## src/rtl/bin_to_bcd_converter.sv

```systemverilog
// ---------------------------------------------------------------------------
// bin_to_bcd_converter
//
// Converts an unsigned binary value into packed BCD using the shift-and-add-3
// (double dabble) algorithm, one input bit per clock. A small three-state FSM
// (IDLE -> SHIFT -> DONE -> IDLE) sequences the conversion. The result and
// its significant-digit count are only updated when a conversion completes,
// so the outputs never show a partially converted value.
//
// DIGITS must be large enough that 10^DIGITS > 2^WIDTH - 1, and no larger
// than 7 so that the digit count fits the 3-bit SigDigits output.
//
// Ports
//   Clk        : clock; every register updates on its rising edge
//   Reset      : synchronous, active-high reset
//   Start      : conversion request, honoured only while idle
//   Auto       : when high, start automatically whenever BinIn differs from
//                the value captured by the previous conversion
//   BinIn      : WIDTH-bit unsigned value to convert
//   Bcd        : registered result, digit i in bits [4i+3:4i], digit 0 = LSD
//   SigDigits  : registered count of significant digits (1..DIGITS)
//   Busy       : high while the FSM is shifting
//   Done       : one-cycle pulse when Bcd/SigDigits carry a new result
// ---------------------------------------------------------------------------
module bin_to_bcd_converter #(
  parameter int WIDTH  = 16,
  parameter int DIGITS = 5
) (
  input  logic                  Clk,
  input  logic                  Reset,
  input  logic                  Start,
  input  logic                  Auto,
  input  logic [WIDTH-1:0]      BinIn,
  output logic [4*DIGITS-1:0]   Bcd,
  output logic [2:0]            SigDigits,
  output logic                  Busy,
  output logic                  Done
);

  localparam int CNT_W = $clog2(WIDTH + 1);
  localparam int BCD_W = 4 * DIGITS;

  typedef enum logic [1:0] {
    IDLE,
    SHIFT,
    DONE
  } state_t;

  state_t                state_q, state_d;
  logic [WIDTH-1:0]      shift_q, shift_d;
  logic [BCD_W-1:0]      scratch_q, scratch_d;
  logic [CNT_W-1:0]      cnt_q, cnt_d;
  logic [WIDTH-1:0]      last_bin_q, last_bin_d;
  logic [BCD_W-1:0]      bcd_q, bcd_d;
  logic [2:0]            sig_q, sig_d;
  logic                  busy_q, busy_d;
  logic                  done_q, done_d;

  logic                  trigger;
  logic [BCD_W-1:0]      adjusted;
  logic [BCD_W+WIDTH-1:0] shifted;
  logic [BCD_W-1:0]      next_scratch;
  logic [WIDTH-1:0]      next_shift;
  logic [2:0]            next_sig;

  // Next-state logic. One double-dabble step is computed every cycle but is
  // only committed while shifting. The add-3 correction is applied per digit
  // in 4 bits with no carry into the neighbour, which keeps each digit <= 9
  // after the following shift. Busy and Done are derived from the next state
  // so that they come out of flops aligned with the state register.
  always_comb begin
    state_d    = state_q;
    shift_d    = shift_q;
    scratch_d  = scratch_q;
    cnt_d      = cnt_q;
    last_bin_d = last_bin_q;
    bcd_d      = bcd_q;
    sig_d      = sig_q;

    trigger = Start || (Auto && (BinIn != last_bin_q));

    adjusted = scratch_q;
    for (int i = 0; i < DIGITS; i++) begin
      if (scratch_q[4*i +: 4] >= 4'd5) begin
        adjusted[4*i +: 4] = scratch_q[4*i +: 4] + 4'd3;
      end
    end

    shifted      = {adjusted, shift_q} << 1;
    next_scratch = shifted[BCD_W+WIDTH-1:WIDTH];
    next_shift   = shifted[WIDTH-1:0];

    // Position of the most significant nonzero digit, plus one; an all-zero
    // result still reports one digit so the display shows a single '0'.
    next_sig = 3'd1;
    for (int i = 0; i < DIGITS; i++) begin
      if (next_scratch[4*i +: 4] != 4'd0) begin
        next_sig = 3'(i + 1);
      end
    end

    case (state_q)
      IDLE: begin
        if (trigger) begin
          shift_d    = BinIn;
          last_bin_d = BinIn;
          scratch_d  = '0;
          cnt_d      = '0;
          state_d    = SHIFT;
        end
      end
      SHIFT: begin
        scratch_d = next_scratch;
        shift_d   = next_shift;
        cnt_d     = cnt_q + 1'b1;
        if (cnt_q == CNT_W'(WIDTH - 1)) begin
          state_d = DONE;
          bcd_d   = next_scratch;
          sig_d   = next_sig;
        end
      end
      DONE: begin
        state_d = IDLE;
      end
      default: begin
        state_d = IDLE;
      end
    endcase

    busy_d = (state_d == SHIFT);
    done_d = (state_d == DONE);
  end

  // State and output registers with synchronous reset. Reset abandons any
  // conversion in flight and clears the visible result.
  always_ff @(posedge Clk) begin
    if (Reset) begin
      state_q    <= IDLE;
      shift_q    <= '0;
      scratch_q  <= '0;
      cnt_q      <= '0;
      last_bin_q <= '0;
      bcd_q      <= '0;
      sig_q      <= 3'd1;
      busy_q     <= 1'b0;
      done_q     <= 1'b0;
    end else begin
      state_q    <= state_d;
      shift_q    <= shift_d;
      scratch_q  <= scratch_d;
      cnt_q      <= cnt_d;
      last_bin_q <= last_bin_d;
      bcd_q      <= bcd_d;
      sig_q      <= sig_d;
      busy_q     <= busy_d;
      done_q     <= done_d;
    end
  end

  assign Bcd       = bcd_q;
  assign SigDigits = sig_q;
  assign Busy      = busy_q;
  assign Done      = done_q;

endmodule

```

## config.mk

```make
export PLATFORM = sky130hd
export DESIGN_NAME = bin_to_bcd_converter
export DESIGN_NICKNAME = d
export VERILOG_FILES = /design/src/rtl/bin_to_bcd_converter.sv
export SDC_FILE = /design/constraint.sdc
export NUM_CORES = 1
export LEC_CHECK = 0
export ABC_AREA = 1
export CAP_MARGIN = 20
export CORE_UTILIZATION = 55
export CTS_CLUSTER_SIZE = 25
export DETAILED_ROUTE_END_ITERATION = 10
export HOLD_SLACK_MARGIN = 0.15
export PLACE_DENSITY = 0.88
export REMOVE_ABC_BUFFERS = 1
export SYNTH_ARGS = -nofsm -noshare
export SYNTH_HDL_FRONTEND = slang
export SYNTH_SLANG_ARGS = --single-unit
```

## constraint.sdc

```tcl
create_clock -name Clk -period 1.9 [get_ports Clk]
set_input_delay 0.285 -clock Clk [delete_from_list [all_inputs] [get_ports Clk]]
set_output_delay 0.285 -clock Clk [all_outputs]
set_load 0.01 [all_outputs]
```

==> results.md <==
- Met1 Usage GRT: 27.9%
- Global-route wire length before repair: 16.6 mm
- Design Power: 3840 uW
- Fin util: 71.3%
- Max incr delay on CP: 0.36 ns
- Data required, critical path: 2.16 ns
- Pwr dens: 726 nW/um^2
- Starting density of the core: 58.1%
- Grt met2 use: 44.7%
- Unique masters post-synth: 27
- Routed WL: 9.72 mm
- H-Tree Depth: 3
- Part of the Yosys area used for sequential elements: 39.1%
- Cells after Synth: 597
- Post-route ant nets: 0
- First DRT Iteration DRCs: 213
- Rel. slew slack: 74.2%
- Slowest CP cell: dfxtp_2
- Worst vdd ir: 0.531 mV
- Final period util: 97.1%
- Via count: 4,003
- Initial antenna violation count: 0
- Area of the mapped netlist: 4300 um^2
- Grt ovf: 0
- Worst clock skew: 0.00719 ns
- CP Max Fanout: 5
- Max Cap Viol: 0
- IO Port Bufs: 44
- DRT Pass-1 Iters: 5
- Syn Area/Cell: 7.21 um^2
- Clock Latency Late Sink: 0.37 ns
- Worst Max-Slew Pin Slew: 0.387 ns
- Post-synth top area share: 39.1%
- Critical Path AT: 2.11 ns
- Chip width: 90.4 um
- Setup TNS: 0 ns
- Num rows: 31
- Synth warnings: 0
- Crit-path cells: inv_1 > ha_1 > inv_1 > o21ai_1 > nand2_1 > nand2_1 > o21ai_2 > nand2_1 > nor3_2 > nand2_1 > nand2_1 > nand2_1 > nand2_1 > nand2_1
- Top cell by count, worst path: nand2_1
- Non-Filler Cell Area, Final: 5280 um^2
- CTS Root Buffer Type: clkbuf_8
- Share of layout cells above drive strength 1: 19.6%
- Fmax: 0.542 GHz
- Pin count of the biggest net entering global routing: 44
- Via/cell ratio: 5.21
- Most frequent cells in the layout: nand2_1 (141), dfxtp_1 (77), inv_1 (65)
- Core area: 7410 um^2
- Number of nets in the layout: 697
- CTS buffer count: 9
- Reg clk slew, reported paths: 0.08 ns
- Most common cell after layout, fill and taps aside: nand2_1
- Yosys top cell by area: dfxtp_1
- DRC violations left: 0
- Die area: 8180 um^2
- Final Max Tran Viols: 0
- GP Congestion: 0.803
- Final Hold Viols: 0
- Layout area overhead: 22.8%
- Leakage: 0.00222 uW
- RSZ-0062 raised after global routing: true
- Die height: 90.4 um
- CTS tree: built
- Crit start category: register
- Fin crit period: 1.84 ns
- Gr usage total: 24.9%
- Run status: finished clean
- Final setup fails: 0
- Met3 track demand over resource: 7.07%
- Top post-synthesis cells by area: dfxtp_1 (39%), nand2_1 (12%), o21ai_0 (5.9%)
- IO Count: 45
- Vias in the first global route: 3,807
- Crit Path Class: reg2reg
- Min-Delay Path Class: in2reg
- Worst hold slack: 0.191 ns
- CTS Hold Bufs: 0
- Post-synthesis register bit count: 84
- CTS Sinks: 84
- CP bufs+invs: 2
- CP top delay family: simple AND/OR/NAND/NOR gates
- Placed Area: 4970 um^2
- Clock tree buffer depth: 2
- GR peak layer: met2
- Diode count: 0
- DP Wirelength: 6.72 mm
- Drt wl/cell: 12.6 um
- Crit path capture type: register
-- where the power goes --
| group | internal (uW) | total (uW) | switching (uW) | leakage, uW |
|---|---|---|---|---|
| clock network | 843 | 1470 | 625 | 0.000122 |
| registers | 1830 | 1880 | 47.3 | 0.000688 |
| logic | 192 | 492 | 301 | 0.00141 |
-- what timing repair did --
| item | in CTS | in global routing |
|---|---|---|
| pin swaps | 0 | 5 |
| buffers inserted | 0 | 5 |
| endpoints found under the setup margin | 1 | 18 |
| gates resized for setup | 2 | 19 |
| gates cloned | 0 | 0 |
-- synthesized netlist by cell type, drive strengths merged --
| master | count |
|---|---|
| nand2 | 145 |
| dfxtp | 84 |
| inv | 69 |
| nand3 | 62 |
| o21ai | 61 |
| nor2 | 57 |
| a21oi | 55 |
| clkbuf | 17 |
| buf | 14 |
| ha | 12 |
| xor2 | 8 |
| or2 | 5 |
| nor3 | 2 |
| o211ai | 2 |
| o21bai | 2 |
| clkinv | 1 |
| nand4 | 1 |
-- kinds of logic (layout without fill, tap and decap cells) --
kind of cell / Yosys count / count (layout) / share of synthesized area (%)
buffers and inverters: 101 / 174 / 10.9
and+or+nand+nor: 272 / 272 / 29.2
xor gates and xnor gates: 8 / 8 / 1.63
DFF: 84 / 84 / 39.1
AOI/OAI and AO/OA: 120 / 120 / 15.7
adders and majority gates: 12 / 12 / 3.49
-- layer usage --
layer	up-vias	part of all wire (%)
li1	2038	-
met1	1844	43
met2	106	50
met3	15	4.8
met4	0	1.7
met5	-	0
-- metrics by stage --
stage | cells | setup WS [ns]
floorplan | 566 | -1.07
global placement | 748 | -0.155
detailed placement | 748 | -0.201
CTS | 764 | 0.00571
global route | 769 | -0.0594
finish | 769 | 0.0560
-- state kept, by name, summed over array words and instances (netlist names) --
register / count
shift_q: 16
Bcd: 20
cnt_q: 5
state_q: 2
last_bin_q: 16
Done: 1
SigDigits: 3
scratch_q: 20
Busy: 1
-- final cells by class --
class	count	area [um^2]
Timing Repair Buffer	88	791
Clock buffer	12	165
Inverter	70	263
Tap cell	99	124
Multi-Input combinational cell	412	2180
Sequential cell	84	1690
Fill cell	575	2130
Clock inverter	4	70.1
-- path summary, 6_finish.rpt --
path,to,depth (start not counted),startpoint,slack (ns)
worst max-delay path,SigDigits[0]$_SDFFE_PP1P_,14,scratch_q[9]$_SDFFE_PP0P_,0.06
worst min-delay path,scratch_q[3]$_SDFFE_PP0P_,2,Reset,0.19
worst max register to register,SigDigits[0]$_SDFFE_PP1P_,14,scratch_q[9]$_SDFFE_PP0P_,0.06
worst min register to register,Bcd[1]$_SDFFE_PP0P_,2,Bcd[1]$_SDFFE_PP0P_,0.47
No activity file was read; power rests on OpenSTA's default activity.
